**src/rtl/module_key_debounce_pkg.sv**
```systemverilog
// Shared keypad types: FSM state encoding, key code constants and one-hot/encode helpers.
package key_pkg;

  typedef enum logic [2:0] {IDLE, DB_PRESS, PRESSED, DB_REL, WAIT_REL} key_state_t;

  localparam logic [3:0] KEY_0    = 4'h0;
  localparam logic [3:0] KEY_1    = 4'h1;
  localparam logic [3:0] KEY_2    = 4'h2;
  localparam logic [3:0] KEY_3    = 4'h3;
  localparam logic [3:0] KEY_4    = 4'h4;
  localparam logic [3:0] KEY_5    = 4'h5;
  localparam logic [3:0] KEY_6    = 4'h6;
  localparam logic [3:0] KEY_7    = 4'h7;
  localparam logic [3:0] KEY_8    = 4'h8;
  localparam logic [3:0] KEY_9    = 4'h9;
  localparam logic [3:0] KEY_A    = 4'hA;
  localparam logic [3:0] KEY_B    = 4'hB;
  localparam logic [3:0] KEY_C    = 4'hC;
  localparam logic [3:0] KEY_D    = 4'hD;
  localparam logic [3:0] KEY_STAR = 4'hE;
  localparam logic [3:0] KEY_HASH = 4'hF;

  // Returns {valid, idx}; valid only for exactly one bit set.
  function automatic logic [2:0] onehot4_idx(input logic [3:0] v);
    case (v)
      4'b0001: return 3'b100;
      4'b0010: return 3'b101;
      4'b0100: return 3'b110;
      4'b1000: return 3'b111;
      default: return 3'b000;
    endcase
  endfunction

  // Layout: 1 2 3 A / 4 5 6 B / 7 8 9 C / * 0 # D
  function automatic logic [3:0] key_enc(input logic [1:0] r, input logic [1:0] c);
    case ({r, c})
      4'h0: return KEY_1;
      4'h1: return KEY_2;
      4'h2: return KEY_3;
      4'h3: return KEY_A;
      4'h4: return KEY_4;
      4'h5: return KEY_5;
      4'h6: return KEY_6;
      4'h7: return KEY_B;
      4'h8: return KEY_7;
      4'h9: return KEY_8;
      4'hA: return KEY_9;
      4'hB: return KEY_C;
      4'hC: return KEY_STAR;
      4'hD: return KEY_0;
      4'hE: return KEY_HASH;
      default: return KEY_D;
    endcase
  endfunction

endpackage

```
**src/rtl/module_sync2ff.sv**
```systemverilog
// Two-flop synchroniser for asynchronous keypad lines, cleared by async reset.
module module_sync2ff #(
  parameter int WIDTH = 4
) (
  input  logic             clk,
  input  logic             rst,
  input  logic [WIDTH-1:0] d,
  output logic [WIDTH-1:0] q
);

  logic [WIDTH-1:0] meta_q;
  logic [WIDTH-1:0] sync_q;

  always_ff @(posedge clk or posedge rst) begin
    if (rst) begin
      meta_q <= '0;
      sync_q <= '0;
    end else begin
      meta_q <= d;
      sync_q <= meta_q;
    end
  end

  assign q = sync_q;

endmodule

```
**src/rtl/module_key_debounce.sv**
```systemverilog
// Keypad front end: sync, debounce, multi-key rejection and key encoding.
// Optional auto-repeat of key_valid while held is built when KEY_REPEAT_EN is defined.
module module_key_debounce
  import key_pkg::*;
#(
  parameter int DEBOUNCE_CYCLES = 16,
  parameter int REPEAT_CYCLES   = 512
) (
  input  logic       clk,
  input  logic       rst,
  input  logic [3:0] row,
  input  logic [3:0] column,
  output logic [3:0] key_code,
  output logic       key_valid,
  output logic       key_held,
  output logic       multi_err
);

  localparam int CNT_SPAN = (DEBOUNCE_CYCLES > REPEAT_CYCLES) ? DEBOUNCE_CYCLES : REPEAT_CYCLES;
  localparam int CW       = $clog2(CNT_SPAN) + 1;
  localparam logic [CW-1:0] DB_LAST = CW'(DEBOUNCE_CYCLES - 1);

  logic [3:0] row_s, column_s;
  logic [7:0] s;

  module_sync2ff #(.WIDTH(4)) u_sync_row (.clk(clk), .rst(rst), .d(row),    .q(row_s));
  module_sync2ff #(.WIDTH(4)) u_sync_col (.clk(clk), .rst(rst), .d(column), .q(column_s));

  assign s = {row_s, column_s};

  key_state_t    state_q, state_d;
  logic [7:0]    snap_q, snap_d;
  logic [CW-1:0] cnt_q, cnt_d, cnt_inc;
  logic [3:0]    code_q, code_d;
  logic          valid_q, valid_d;
  logic          held_q, held_d;
  logic          err_q, err_d;
  logic [2:0]    row_idx, col_idx;

`ifdef KEY_REPEAT_EN
  localparam logic [CW-1:0] RPT_LAST = CW'(REPEAT_CYCLES - 1);
  logic [CW-1:0] rpt_q, rpt_d;
`endif

  assign row_idx = onehot4_idx(snap_q[7:4]);
  assign col_idx = onehot4_idx(snap_q[3:0]);
  assign cnt_inc = (cnt_q == '1) ? cnt_q : cnt_q + 1'b1;

  always_comb begin
    state_d = state_q;
    snap_d  = snap_q;
    cnt_d   = cnt_q;
    code_d  = code_q;
    valid_d = 1'b0;
    err_d   = 1'b0;
`ifdef KEY_REPEAT_EN
    rpt_d   = '0;
`endif
    case (state_q)
      IDLE: begin
        if (s != '0) begin
          snap_d  = s;
          cnt_d   = '0;
          state_d = DB_PRESS;
        end
      end
      DB_PRESS: begin
        if (s != snap_q) begin
          cnt_d   = '0;
          state_d = IDLE;
        end else if (cnt_q == DB_LAST) begin
          cnt_d = '0;
          if (row_idx[2] && col_idx[2]) begin
            code_d  = key_enc(row_idx[1:0], col_idx[1:0]);
            valid_d = 1'b1;
            state_d = PRESSED;
          end else begin
            err_d   = 1'b1;
            state_d = WAIT_REL;
          end
        end else begin
          cnt_d = cnt_inc;
        end
      end
      PRESSED: begin
        if (s != snap_q) begin
          cnt_d   = '0;
          state_d = DB_REL;
        end
`ifdef KEY_REPEAT_EN
        else if (rpt_q == RPT_LAST) begin
          valid_d = 1'b1;
          rpt_d   = '0;
        end else begin
          rpt_d = rpt_q + 1'b1;
        end
`endif
      end
      DB_REL: begin
        if (s == snap_q) begin
          state_d = PRESSED;
        end else if (s == '0) begin
          if (cnt_q == DB_LAST) begin
            cnt_d   = '0;
            state_d = IDLE;
          end else begin
            cnt_d = cnt_inc;
          end
        end else begin
          cnt_d   = '0;
          state_d = WAIT_REL;
        end
      end
      WAIT_REL: begin
        if (s != '0) begin
          cnt_d = '0;
        end else if (cnt_q == DB_LAST) begin
          cnt_d   = '0;
          state_d = IDLE;
        end else begin
          cnt_d = cnt_inc;
        end
      end
      default: state_d = IDLE;
    endcase
    held_d = (state_d == PRESSED);
  end

  always_ff @(posedge clk or posedge rst) begin
    if (rst) begin
      state_q <= IDLE;
      snap_q  <= '0;
      cnt_q   <= '0;
      code_q  <= '0;
      valid_q <= 1'b0;
      held_q  <= 1'b0;
      err_q   <= 1'b0;
`ifdef KEY_REPEAT_EN
      rpt_q   <= '0;
`endif
    end else begin
      state_q <= state_d;
      snap_q  <= snap_d;
      cnt_q   <= cnt_d;
      code_q  <= code_d;
      valid_q <= valid_d;
      held_q  <= held_d;
      err_q   <= err_d;
`ifdef KEY_REPEAT_EN
      rpt_q   <= rpt_d;
`endif
    end
  end

  assign key_code  = code_q;
  assign key_valid = valid_q;
  assign key_held  = held_q;
  assign multi_err = err_q;

endmodule

```
**config.mk**
```make
export PLATFORM = sky130hd
export DESIGN_NAME = module_key_debounce
export DESIGN_NICKNAME = d
export VERILOG_FILES = /design/src/rtl/module_key_debounce_pkg.sv /design/src/rtl/module_sync2ff.sv /design/src/rtl/module_key_debounce.sv
export SDC_FILE = /design/constraint.sdc
export NUM_CORES = 1
export LEC_CHECK = 0
export CAP_MARGIN = 5
export CORE_MARGIN = 3
export CORE_UTILIZATION = 55
export DETAILED_ROUTE_END_ITERATION = 7
export GPL_TIMING_DRIVEN = 1
export HOLD_SLACK_MARGIN = 0.02
export PLACE_DENSITY = 0.82
export SYNTH_ARGS = -nofsm -noshare
export SYNTH_HDL_FRONTEND = slang
export SYNTH_SLANG_ARGS = --single-unit
export TNS_END_PERCENT = 1
```
**constraint.sdc**
```tcl
create_clock -name clk -period 4.95 [get_ports clk]
set_clock_uncertainty 0.2 [all_clocks]
set_input_delay 0.99 -clock clk [delete_from_list [all_inputs] [get_ports clk]]
set_output_delay 0.99 -clock clk [all_outputs]
set_load 0.005 [all_outputs]
```
* After elaboration in Yosys (flattened, before gate mapping)
Memory sizes are Yosys's and may differ from the RTL's. A register that Yosys moved wholly into a read port is not among the register bits. Index checks and enable logic that the tools add are counted.
Word-level totals: bits in read-only memories 64, output and inout port bits 7, memories kept 1, bits in latches 0, memory bits (writable) 0, logic and storage cells 70, flip-flop bits (word level) 40
Memories:
- (name not given) | words 16, bits a word 4, rd ports 1, clocked after Yosys merged registers in 1, wr ports 0, RTL line module_key_debounce_pkg.sv:36 | case ({r, c})
Cells by class: multiply operators 0, divide/modulo/power cells 0, mux-type cells 29, shifts and indexed selects 0, order comparisons 0, equality and inequality tests 20, add/sub/neg operators 1, bitwise logic cells 1, reductions and logical operators 8
Operators by type and width (count):
- $mux W10 | 8
- $pmux W10 S5 | 1
- $mux W3 | 9
- $pmux W3 S4 | 2
- $pmux W3 S5 | 1
- $add A10 B1 Y10 const B | 1
- $eq A10 B10 Y1 const B | 1
- $eq A10 B4 Y1 const B | 1
- $eq A3 B2 Y1 const B | 3
- $eq A4 B1 Y1 const B | 2
- $eq A4 B2 Y1 const B | 2
- $eq A4 B3 Y1 const B | 2
- $eq A4 B4 Y1 const B | 2
- $eq A8 B8 Y1 | 1
- $logic_not A8 Y1 | 1
- $mux W1 | 8
- $ne A8 B8 Y1 | 1
- $reduce_and A4 Y1 | 2
- $reduce_bool A8 Y1 | 1
- $ne A2 B2 Y1 const B | 3
- $reduce_bool A5 Y1 | 1
- $eq A3 B1 Y1 const B | 1
- $eq A3 B3 Y1 const B | 1
- $logic_not A3 Y1 | 1
- other kinds (3) | 3

* Longest topological paths before layout
Gate-level depths: netlist of run 1.
depth after elaboration 8, gate-level depth with buffers 9, mapped depth without buffers 8

* Cells and area by module
A second synthesis of run 1 with hierarchy kept.
Second synthesis, totals: cells, all modules 226, area, all modules 2254.7 µm²
By module, submodules not included:
- module_key_debounce | cells each 208, area each 1846.8 µm², sequential area each 700.7 µm², instances 1
- module_sync2ff | cells each 9, area each 203.9 µm², sequential area each 200.2 µm², instances 2

* Worst setup path after synthesis of run 1
Ideal clock, no wire load.
path type register to register, from register snap_q[1], to register code_q[0] (netlist: key_code[0]), data arrival time 1.975 ns, path slack 2.650 ns, library setup time 0.125 ns, buffers on the path 2, stages on the path, launching flop included 8, period minus slack after synthesis 2.300 ns, path through dfrtp_1 > clkbuf_1 > xnor2_1 > nand4_1 > or2_1 > or4_4 > buf_6 > mux2_4
Between the ends: cells in the longest elaborated chain, start to end 4, elaborated cells between the ends (all ways) 9
RTL lines:
- start, declared | RTL line module_key_debounce.sv:32 | logic [7:0] snap_q, snap_d;
- start signal, assigned | RTL line module_key_debounce.sv:143 | snap_q <= snap_d;
- $eq A4 B4 Y1, or another cell as far along | RTL line module_key_debounce_pkg.sv:25 | case (v)
- $pmux W3 S4 | RTL line module_key_debounce_pkg.sv:25
- $logic_and A1 B1 Y1 | RTL line module_key_debounce.sv:73 | if (row_idx[2] && col_idx[2]) begin
- $reduce_and A4 Y1 (no source line)
- end, declared | RTL line module_key_debounce.sv:34 | logic [3:0] code_q, code_d;
Parallel ways exist; a longest one is shown, timed or not. A chain may end at the register's enable or synchronous reset.

* Worst setup path after layout of run 1
from register state_q[1], to register cnt_q[2]
Between the ends: cells in the longest elaborated chain, start to end 3, elaborated cells between the ends (all ways) 11
RTL lines:
- start, declared | RTL line module_key_debounce.sv:31 | key_state_t state_q, state_d;
- start signal, assigned | RTL line module_key_debounce.sv:142 | state_q <= state_d;
- $eq A3 B3 Y1, or another cell as far along | RTL line module_key_debounce.sv:59 | case (state_q)
- $reduce_bool A5 Y1 (no source line) / $ne A2 B2 Y1 (equally long branches)
- $reduce_and A4 Y1 (no source line)
- end signal, assigned | RTL line module_key_debounce.sv:144 | cnt_q <= cnt_d;
- end, declared | RTL line module_key_debounce.sv:33 | logic [CW-1:0] cnt_q, cnt_d, cnt_inc;
Parallel ways exist; a longest one is shown, timed or not.

==> results by stage, run 1 <==
Setup path:
- The launching point of the worst reg2reg path is state_q[1].
- The slowest stage of the critical path is the sky130_fd_sc_hd__nor3_1 cell.
- The worst-case reg-to-reg path depth is 5.
- The signal on the critical path passes through nor3_1 -> a21o_1 -> a2bb2oi_1 -> nor2_1 -> a311oi_1.
- At the worst endpoint, the arrival time is 2.74 ns.
- The worst reg2reg path endpoint is cnt_q[2].
- The critical path required time is 4.94 ns.
- The launching element type of the critical path is a flop.
- The critical setup path kind is reg2reg.
- Setup slack on the worst reg-to-reg path comes out at 2.20 ns.
- STA classifies the critical path endpoint as a flop.
- Broken down by cell family, the worst path's largest delay share belongs to simple AND/OR/NAND/NOR gates.
- The critical path contains buffers and inverters numbering 0 combined.
- On the worst path, the slowest cell contributes a delay of 0.88 ns.
- Of all nets on the critical path, the largest fanout is 11.

CTS:
- CTS placed an instance of sky130_fd_sc_hd__clkbuf_8 at the clock tree root.
- Counting the buffers created by CTS gives 5.
- TritonCTS built the clock tree.
- The latest clock arrival within the worst-skew pair is 0.30 ns.
- After clock tree synthesis, the repair step resized 0 gates.
- The count of hold buffers inserted by post-cts repair is 0.
- The clock-pin slew on the worst setup and hold paths is 0.09 ns.
- In this run the post-CTS setup repair buffer count came out at 0.
- The CTS sink count is 44.
- In this run the deepest clock path goes through 2 buffers.
- The deepest level of the CTS H-tree is 2.

Power and ir drop:
- In this run the power density over the cells is 421.5 nW/µm².
- The leakage power of the design is 1.098 nW.
- The post-route total power is approximately 1.0 mW.
- The worst-case IR drop observed on VDD is between 200 and 300 µV.

Timing:
- Of the available clock period, the critical path in the final layout requires 55.51%.
- For the pin with the worst max-slew slack, the measured transition is 1.043 ns.
- The shortest clock period the worst path allows after layout is roughly 2.7 ns.
- Setup violations remaining at the end of the flow were counted as 0.
- The total count of max-transition violations in the final report is 0.
- Timing would allow up to 363.9 MHz.
- Setup repair after global routing left no endpoint under its margin.
- The worst pin sits at a relative slew slack of between 20% and 30%.
- Hold timing on the final database bottoms out at a slack of about 0.14 ns.
- After routing, the total negative slack on setup checks comes to 0 ns.
- The number of endpoints with negative hold slack in the final report is 0.
- In the post-route analysis, the smallest setup slack over all paths is 2.202 ns.

Detailed routing:
- In the final routed layout, each cell accounts on average for approximately 14 µm.
- The residual DRC count is 0.
- Dividing the detail-routed via count by the number of cells gives 5.768.
- Once detail routing completed, the nets flagged for antenna violations numbered 0.
- The first detailed-routing pass ran for 4 iterations.
- The total vias in the final route is 1644.
- The detailed router's first-iteration violation count is 112.
- Summed over all layers, the routed wires come to 3882 µm.

Layout:
- In the final layout, the share of cells above drive strength 1 is about 8.4%.
- The post-route standard cell area excluding fillers is 2482 µm².
- 0 antenna diodes ended up in the layout.
- After the last flow step, the layout net total stands at 252.
- Compared with the post-synthesis result, the final layout area differs by 12.41%.

Yosys:
- The sequential fraction of the synthesis area is about half.
- The post-synthesis area per instance is 9.815 µm².
- Yosys printed 0 warnings.
- Synthesis produced a netlist whose cell count is 225.
- After synthesis, the most frequently instantiated cells are sky130_fd_sc_hd__dfrtp_1, sky130_fd_sc_hd__nand2_1, sky130_fd_sc_hd__a21oi_1, sky130_fd_sc_hd__nor2_1, sky130_fd_sc_hd__xnor2_1.
- After synthesis, the largest area contributor takes up 49.86% of total cell area.
- The complex-gate fraction of the synthesized area is about 15%.
- The mapped cell area is 2208 µm².
- Yosys attributes the largest share of cell area to sky130_fd_sc_hd__dfrtp_1, sky130_fd_sc_hd__nand2_1, sky130_fd_sc_hd__xnor2_1.
- The netlist uses 45 different library cells.
- The dominant combinational cell family by area after synthesis is simple AND/OR/NAND/NOR gates.
- Yosys mapped a number of flops with a built-in enable equal to 0.
- The share of cell area taken by muxes after synthesis is 3.626%.
- The adder-cell share of the synthesized area is under 10%.
- After synthesis, the share of flip-flops with an asynchronous set or reset is 100.0%.
- For this run, the leading register cell type out of synthesis is sky130_fd_sc_hd__dfrtp_1.
- The count of state elements after synthesis is 44.
- The xor-xnor portion of the synthesized cell area is 4.759%.
- Yosys instantiated no cell more often than sky130_fd_sc_hd__dfrtp_1.
- The largest area contributor in the netlist is sky130_fd_sc_hd__dfrtp_1.
- The number of nets produced by synthesis is 241.
- The simple-gate share of the synthesized area is 19.21%.

Place:
- The detailed placement HPWL is 2738 µm.
- The placed cell area is 2367 µm².
- During placement, the flow inserted port buffers numbering 16.
- At the end of routability-driven placement, the weighted congestion stood at 0.8007.
- OpenSTA, run right after detailed placement, puts the worst setup slack at 2.237 ns.

GRT:
- The number of global-route vias before repair is around 1.5k.
- The first global-routing pass estimated 6789 µm of wire.
- The initial antenna violation count came to 0.
- Entering global routing, the biggest net connects 45 pins.
- The global-route usage over all layers is between 10% and 20%.
- Summed over all layers, the global routing overflow is 0.

Floorplanning:
- Measured along the x axis, the die boundary spans 69.37 µm.
- The I/O pin count is 17.
- The initial standard-cell utilization of the core is 58.56%.
- The number of rows created at floorplan is 22.
- The die outline area is ~4800 µm².
- After floorplanning, the core was sized to cover 3771 µm².
- The die is a little under 70 µm tall.

Worst hold path:
- The class of the most critical hold timing path is reg2reg.
- The worst hold path passes through 0 cells.
- The worst hold path terminates at u_sync_row.q[1].
- The launch point of the worst hold path is u_sync_row.meta_q[1].

Outcome:
- The flow ran to the end, and the final reports show no timing, DRC or antenna violations.

Flow run:
- The number of max-capacitance violations reported is 0.
placed cells by master (no fill, tap or decap), types with 6 or more instances in the layout:
cell type / n
sky130_fd_sc_hd__xnor2_1: 12
sky130_fd_sc_hd__ha_1: 6
sky130_fd_sc_hd__nor3_1: 7
sky130_fd_sc_hd__clkdlybuf4s50_1: 16
sky130_fd_sc_hd__o21ai_0: 7
sky130_fd_sc_hd__a21oi_1: 17
sky130_fd_sc_hd__nor2_1: 13
sky130_fd_sc_hd__inv_1: 6
sky130_fd_sc_hd__nand2_1: 34
sky130_fd_sc_hd__dfrtp_1: 44
how the worst max path moves through the flow:
stage / cells after the start / from / endpoint
2_1_floorplan: 7 / snap_q[1] / key_code[0]
3_3_place_gp: 5 / state_q[1] / cnt_q[3]
3_5_place_dp: 5 / state_q[1] / cnt_q[2]
4_1_cts: 5 / state_q[1] / cnt_q[2]
5_1_grt: 5 / state_q[1] / cnt_q[5]
6_report: 5 / state_q[1] / cnt_q[2]
metrics by stage:
step | utilization, % | instances
global route | 65.83 | 285
detailed placement | 62.77 | 277
global placement | 62.77 | 277
CTS | 65.83 | 285
finish | 65.83 | 285
floorplan | - | 225
routing by layer:
layer	wire (µm)	track usage [%]
met5	0	0
met4	50	5.640
met3	220	4.783
met2	1818	26.48
met1	1792	24.03
cell type report:
cell class	count	area, µm²
fill	284	1289
sequential	44	1101
multi-input combinational	162	1016
timing repair buffer	17	167.7
clock buffer	5	68.82
tap	48	60.06
clock inverter	3	46.29
inverter	6	22.52
power breakdown:
| part | total [mW] | internal [mW] | leakage, nW | switching [mW] |
|---|---|---|---|---|
| clock | 0.279 | 0.152 | 0.0548 | 0.127 |
| sequential | 0.470 | 0.396 | 0.561 | 0.0740 |
| combinational | 0.297 | 0.137 | 0.482 | 0.160 |
| total | 1.05 | 0.684 | 1.10 | 0.362 |
sequential cells by signal (all words and copies together), names as in the netlist:
| name | cells |
|---|---|
| u_sync_col.meta_q | 4 |
| key_held | 1 |
| u_sync_row.q | 4 |
| state_q | 3 |
| u_sync_row.meta_q | 4 |
| snap_q | 8 |
| key_valid | 1 |
| multi_err | 1 |
| key_code | 4 |
| cnt_q | 10 |
| u_sync_col.q | 4 |
worst register-to-register path: cells and delay by family (launching register included):
kind / cells / cell delay (ns)
flops: 1 / 0.48
compound gates: 3 / 0.91
simple gates: 2 / 1.06
kinds of logic after synthesis:
logic type	after synthesis
simple gates	87
compound gates	51
flops	44
mux	6
fa+ha+maj	6
xor+xnor	12
buf+inv	19
(Power assumes the default switching activity.)
==> run 2: changes to the inputs <==
- CORE_UTILIZATION: 55 -> 52
- PLACE_DENSITY: 0.82 -> 0.81
- clock period: 4.95 -> 2.37 ns (I/O delays scaled with it)
==> results by stage, run 2 (synthesis results as in run 1) <==
Timing:
- The slew of the pin with the lowest slew margin is 0.5396 ns (-0.5037 ns).
- The number of setup violations in the final report is 0 (unchanged).
- The total count of max-transition violations in the final report was 0 (unchanged).
- The shortest clock period the worst path allows after layout is 2.299 ns (-0.4489 ns).
- The worst path setup slack after routing is 0.07125 ns (-2.131 ns).
- The number of endpoints with negative hold slack in the final report came to 0 (unchanged).
- The relative slew slack is 63.89% (+34 points).
- The timing-limited maximum frequency is 435.0 MHz (+20%).
- Setup repair after global routing could not meet its margin everywhere.
- The share of the clock period used by the worst path after layout was 96.99% (+41 points).
- The worst hold margin is 0.1441 ns (+0.004808 ns).

Power and ir drop:
- The leakage power of the design came to 1.166 nW (+6.2%).
- The peak supply drop is 534.7 µV (+89%).
- The net switching fraction of the power is 33.89% (-0.69 points).
- The net switching power figure is 0.7759 mW (+110%).
- The relative contribution of combinational cells to total power is 33.7% (+5.3 points).
- The internal portion of total power came to 1.514 mW (+120%).
- The power per cell area is 878.4 nW/µm² (+110%).
- The sequential group share of total power is 40.7% (-4.2 points).
- The clock share of power is 25.5% (-1.2 points).

Detailed routing:
- The detailed router's first-iteration violation count is 108 (-3.6%).
- The via count normalized by instance count is 5.704 (-1.1%).
- The met2 layer wire length in the routed design is 1956 µm (+7.6%).
- The met3 wire length came to 210 µm (-4.5%).
- The routed length on met1 was 1932 µm (+7.8%).
- The remaining antenna violation count after routing was 0 (unchanged).
- The total vias in the final route is 1717 (+4.4%).
- The detailed-route wire length is 4199 µm (+8.2%).
- The routed wire length per instance is 13.95 µm (+2.4%).
- Signal routing reaches up to met4.
- The detailed-router iteration count before antenna repair is 5 (+1).
- The residual DRC count was 0 (unchanged).

Layout:
- Leaving out fill and tap cells, the most frequent cells in the layout are sky130_fd_sc_hd__dfrtp_1, sky130_fd_sc_hd__nand2_1, sky130_fd_sc_hd__a21oi_1.
- The largest registers in the layout are cnt_q x10, snap_q x8.
- The largest register by flop count is cnt_q.
- The library cell used most frequently in the layout, excluding fill and tap cells, is sky130_fd_sc_hd__dfrtp_1.
- The fraction of layout instances using a drive strength above 1 came to 15.54% (+7.1 points).
- The net total in the final layout is 266 (+5.6%).
- The post-route standard cell area excluding fillers came to 2606 µm² (+5.0%).
- Compared with the post-synthesis result, the final layout area differs by 18.02%.
- The flip-flop count of the largest register, all copies and words added was 10 (unchanged).
- The number of diodes is 0 (unchanged).

Place:
- The detailed placement HPWL is 2968 µm (+8.4%).
- The pre-CTS worst setup slack is 0.05970 ns (-2.178 ns).
- The routability-driven placement congestion ratio is 0.8998 (+12%).
- The count of buffers inserted at the top-level ports is 16 (unchanged).
- The placed cell area is 2475 µm² (+4.5%).

CTS:
- The TritonCTS buffer count is 5 (unchanged).
- The number of post-CTS setup repair buffers is 0 (unchanged).
- The count of hold buffers inserted by post-cts repair is 0 (unchanged).
- The CTS sink count is 44 (unchanged).
- The latest clock arrival within the worst-skew pair is 0.30 ns (about the same).
- The clock-pin slew on the worst setup and hold paths is 0.09 ns (about the same).
- The number of buffers on the longest clock path came to 2 (unchanged).
- The deepest level of the CTS H-tree is 2 (unchanged).
- TritonCTS built the clock tree.
- The count of cells resized by post-cts repair is 0 (unchanged).
- The clock tree root driver cell is sky130_fd_sc_hd__clkbuf_8.

GRT:
- The largest net degree at the start of global routing was 45 (unchanged).
- The global-route wire length before repair was 7486 µm (+10%).
- The global-route usage over all layers is 18.52% (+1.2 points).
- The total global routing overflow came to 0 (unchanged).
- The initial antenna violation count was 0 (unchanged).
- The number of global-route vias before repair is 1701 (+13%).

Setup path:
- The maximum net fanout on the critical path is 8 (-3).
- The launching element type of the critical path is a flop.
- The critical path required time came to 2.34 ns (-2.60 ns).
- The critical setup path kind is reg2reg.
- STA classifies the critical path endpoint as a flop.
- The data arrival time of the critical path is 2.27 ns (-0.47 ns).

Floorplanning:
- The die span in x is 71.17 µm (+2.6%).
- The core area is 4058 µm² (+7.6%).
- The I/O pin count is 17 (unchanged).
- The number of rows created at floorplan is 23 (+4.5%).
- The initial standard-cell utilization of the core is 54.42% (-4.1 points).
- The die outline area is 5064 µm² (+5.3%).
- The die outline height is 71.17 µm (+2.6%).

Outcome:
- The flow ran to the end, and the final reports show no timing, DRC or antenna violations.

Worst hold path:
- In this run the worst hold path is classified as reg2reg.

Flow run:
- The number of max-capacitance violations reported is 0 (unchanged).
==> run 2: cell types whose count changed in the layout (fill, tap and decap cells not counted) <==
| cell | delta |
|---|---|
| sky130_fd_sc_hd__nor4_2 | +1 |
| sky130_fd_sc_hd__buf_4 | +14 |
| sky130_fd_sc_hd__and2_2 | +1 |
| sky130_fd_sc_hd__and2_1 | -1 |
| sky130_fd_sc_hd__o2bb2ai_1 | -1 |
| sky130_fd_sc_hd__dfrtp_1 | -2 |
| sky130_fd_sc_hd__nor4_1 | -1 |
| sky130_fd_sc_hd__o2bb2ai_2 | +1 |
| sky130_fd_sc_hd__dfrtp_2 | +2 |
==> run 2: critical path, cell delays in order (launching register included) <==
cell	delay, ns
sky130_fd_sc_hd__dfrtp_2	0.47
sky130_fd_sc_hd__xnor2_1	0.18
sky130_fd_sc_hd__nand4_1	0.14
sky130_fd_sc_hd__nor2_1	0.46
sky130_fd_sc_hd__a211oi_1	0.14
sky130_fd_sc_hd__a2111oi_0	0.37
sky130_fd_sc_hd__buf_4	0.18
sky130_fd_sc_hd__a21oi_1	0.04
==> run 2: cell type report <==
class,count,area [µm²]
Tap cell,50,62.56
Fill cell,317,1451
Clock inverter,3,46.29
Multi-Input combinational cell,162,1030
Clock buffer,5,68.82
Sequential cell,44,1104
Timing Repair Buffer,31,272.8
Inverter,6,22.52
==> run 2: per-stage QoR <==
stage          total power [mW]  setup TNS (ns)  instances  utilization, %
2_1_floorplan             1.517               0        225               -
3_3_place_gp              1.677               0        293           60.99
3_5_place_dp              1.708               0        293           60.99
4_1_cts                   2.302               0        301           63.83
5_1_grt                   2.439         -0.1214        301           64.23
6_report                  2.289               0        301           64.23
==> run 2: power groups by stage <==
stage               logic (mW)  clock network [mW]  registers, mW
finish                   0.773               0.584          0.933
global route             0.858               0.636          0.945
CTS                      0.774               0.600          0.928
detailed placement       0.767                   0          0.941
global placement         0.741                   0          0.936
floorplan                0.627                   0          0.890
==> run 2: final timing paths <==
check / startpoint / to / slack (ns) / depth (start not counted)
setup / recovery: snap_q[6] / key_held / 0.07 / 7
hold / removal: u_sync_row.meta_q[0] / u_sync_row.q[0] / 0.14 / 0
min in group asynchronous: rst / u_sync_col.meta_q[2] / 0.40 / 3
setup reg to reg: snap_q[6] / key_held / 0.07 / 7
hold reg to reg: u_sync_row.meta_q[0] / u_sync_row.q[0] / 0.14 / 0
max in group asynchronous: rst / snap_q[6] / 1.18 / 3
==> run 2: metal layers <==
metal  track usage [%]  up-vias
met5                 0        -
met4             8.142        0
met3             4.972       13
met2             29.18       56
met1             23.98      812
li1                  -      836
==> run 3: changes to the inputs <==
- MAX_ROUTING_LAYER: not set -> met4
==> results by stage, run 3 (synthesis results as in run 1) <==
Outcome:
- The run finished with clean final reports.

Power and ir drop:
- The internal portion of total power is 1.514 mW (about the same).
- The net switching fraction of the power is 33.91% (about the same).
- The power per cell area is 878.7 nW/µm² (about the same).
- The clock share of power came to 25.6% (about the same).
- The sequential group share of total power came to 40.7% (about the same).
- The net switching power figure is 0.7766 mW (about the same).
- The leakage power of the design came to 1.166 nW (unchanged).
- The post-route total power was 2.290 mW (about the same).
- The relative contribution of combinational cells to total power is 33.7% (about the same).
- The peak supply drop is 533.2 µV (-0.29%).

Floorplanning:
- The die span in x came to 71.17 µm (unchanged).
- The die outline area is 5064 µm² (unchanged).
- The I/O pin count was 17 (unchanged).
- The die outline height is 71.17 µm (unchanged).
- The number of rows created at floorplan is 23 (unchanged).
- The initial standard-cell utilization of the core is 54.42% (unchanged).
- The core area is 4058 µm² (unchanged).

Layout:
- The post-route standard cell area excluding fillers is 2606 µm² (unchanged).
- The library cell used most frequently in the layout, excluding fill and tap cells, is sky130_fd_sc_hd__dfrtp_1.
- The total area of multi-input combinational cells is 1030 µm² (unchanged).
- The library cells used most frequently in the layout, excluding fill and tap cells, are sky130_fd_sc_hd__dfrtp_1, sky130_fd_sc_hd__nand2_1, sky130_fd_sc_hd__a21oi_1.
- The area used by sequential logic in the layout was 1104 µm² (unchanged).
- Counting flops per register, the top entry is cnt_q.
- The net total in the final layout is 266 (unchanged).
- The number of filler cells placed in the layout came to 317 (unchanged).
- The largest registers in the layout are cnt_q x10, snap_q x8.
- The number of diodes is 0 (unchanged).
- The fraction of layout instances using a drive strength above 1 came to 15.54% (unchanged).
- The flip-flop count of the largest register, all copies and words added is 10 (unchanged).
- The area growth from synthesis to layout is 18.02% (unchanged).

Place:
- The count of buffers inserted at the top-level ports came to 16 (unchanged).
- The routability-driven placement congestion ratio came to 0.9152 (+1.7%).
- The placed cell area is 2475 µm² (unchanged).
- The detailed placement HPWL is 2968 µm (unchanged).

CTS:
- The latest clock arrival within the worst-skew pair was 0.30 ns (about the same).
- The CTS sink count is 44 (unchanged).
- The TritonCTS clock tree is yes.
- The number of buffers on the longest clock path was 2 (unchanged).
- The count of hold buffers inserted by post-cts repair is 0 (unchanged).
- The deepest level of the CTS H-tree is 2 (unchanged).
- The count of cells resized by post-cts repair is 0 (unchanged).
- Clock tree synthesis selected as its root buffer the cell sky130_fd_sc_hd__clkbuf_8.
- The number of post-CTS setup repair buffers came to 0 (unchanged).
- The TritonCTS buffer count is 5 (unchanged).
- The clock-pin slew on the worst setup and hold paths is 0.09 ns (about the same).

Setup path:
- The maximum net fanout on the critical path was 6 (-2).
- The critical path required time was 2.35 ns (about the same).
- The data arrival time of the critical path came to 2.27 ns (about the same).
- The kind of end point of the critical path is a flop.
- The launching element type of the critical path is a flop.
- The critical setup path kind is reg2reg.

Worst hold path:
- The class of the most critical hold timing path is reg2reg.

Flow run:
- The number of max-capacitance violations reported was 0 (unchanged).

GRT:
- The largest net degree at the start of global routing is 45 (unchanged).
- The global-route usage over all layers was 19.09% (+0.57 points).
- The global-route wire length before repair was 7500 µm (+0.19%).
- The total global routing overflow is 0 (unchanged).
- The initial antenna violation count is 0 (unchanged).
- The number of global-route vias before repair came to 1698 (-0.18%).

Detailed routing:
- The routed wire length per instance is 14.00 µm (+0.38%).
- The remaining antenna violation count after routing is 0 (unchanged).
- The detailed router's first-iteration violation count came to 98 (-9.3%).
- The residual DRC count is 0 (unchanged).
- The detailed-route wire length is 4215 µm (+0.38%).
- The via count normalized by instance count is 5.744 (+0.70%).
- The total vias in the final route is 1729 (+0.70%).
- The detailed-router iteration count before antenna repair came to 4 (-1).

Timing:
- The timing-limited maximum frequency is 436.5 MHz (+0.35%).
- The total count of max-transition violations in the final report is 0 (unchanged).
- The number of setup violations in the final report is 0 (unchanged).
- The number of endpoints with negative hold slack in the final report is 0 (unchanged).
- Setup repair after global routing could not meet its margin everywhere.
- The relative slew slack is 64.27% (+0.38 points).
- The slew of the pin with the lowest slew margin was 0.5359 ns (-0.003736 ns).
- The shortest clock period the worst path allows after layout came to 2.291 ns (-0.008001 ns).
- The share of the clock period used by the worst path after layout is 96.66% (-0.34 points).
[run 3: cell counts in the layout (fill, tap and decap cells not counted)]
Identical to the previous run, type by type.
[run 3: worst paths after layout]
check	cells after the start	startpoint	to	slack, ns
max in group asynchronous	3	rst	snap_q[6]	1.19
max reg2reg	5	snap_q[6]	key_code[3]	0.08
min in group asynchronous	3	rst	u_sync_col.q[0]	0.40
max	5	snap_q[6]	key_code[3]	0.08
min reg2reg	0	u_sync_row.meta_q[0]	u_sync_row.q[0]	0.14
min	0	u_sync_row.meta_q[0]	u_sync_row.q[0]	0.14
[run 3: power by group through the flow]
stage | Combinational (mW) | Clock, mW | Sequential [mW]
finish | 0.773 | 0.586 | 0.932
CTS | 0.774 | 0.600 | 0.928
detailed placement | 0.767 | 0 | 0.941
global route | 0.858 | 0.636 | 0.945
floorplan | 0.627 | 0 | 0.890
global placement | 0.741 | 0 | 0.936
[run 3: area by class of cell]
| class | instances | area share [%] |
|---|---|---|
| flip-flops and latches | 44 | 42.34 |
| multi-input cells | 162 | 39.51 |
| repair buffers | 31 | 10.47 |
| clock buffers | 5 | 2.640 |
| well taps | 50 | 2.400 |
| clock inverters | 3 | 1.776 |
| inverters | 6 | 0.8641 |
[run 3: per-stage QoR]
step,util [%],setup WS [ns],hold WS [ns],instances,setup TNS (ns)
CTS,63.83,0.03094,0.1526,301,0
floorplan,-,0.07025,0.1312,225,0
global route,64.23,-0.02839,0.1625,301,-0.1214
detailed placement,60.99,0.05970,0.1347,293,0
finish,64.23,0.07925,0.1433,301,0
global placement,60.99,0.09800,0.1316,293,0
[run 3: routing by layer]
metal  track usage (%)  part of all wire, %  vias up
met3             4.972                  5.2       12
li1                  -                    -      838
met1             24.44                   46      821
met4             8.142                  2.3        0
met5                 -                    0        -
met2             28.67                   47       58
[run 3: worst max-delay path: stages (launching register included)]
cell                      delay (ns)
sky130_fd_sc_hd__dfrtp_2        0.47
sky130_fd_sc_hd__xnor2_1        0.18
sky130_fd_sc_hd__nand4_1        0.13
sky130_fd_sc_hd__or2_1          0.26
sky130_fd_sc_hd__or4_4          0.60
sky130_fd_sc_hd__mux2_4         0.32
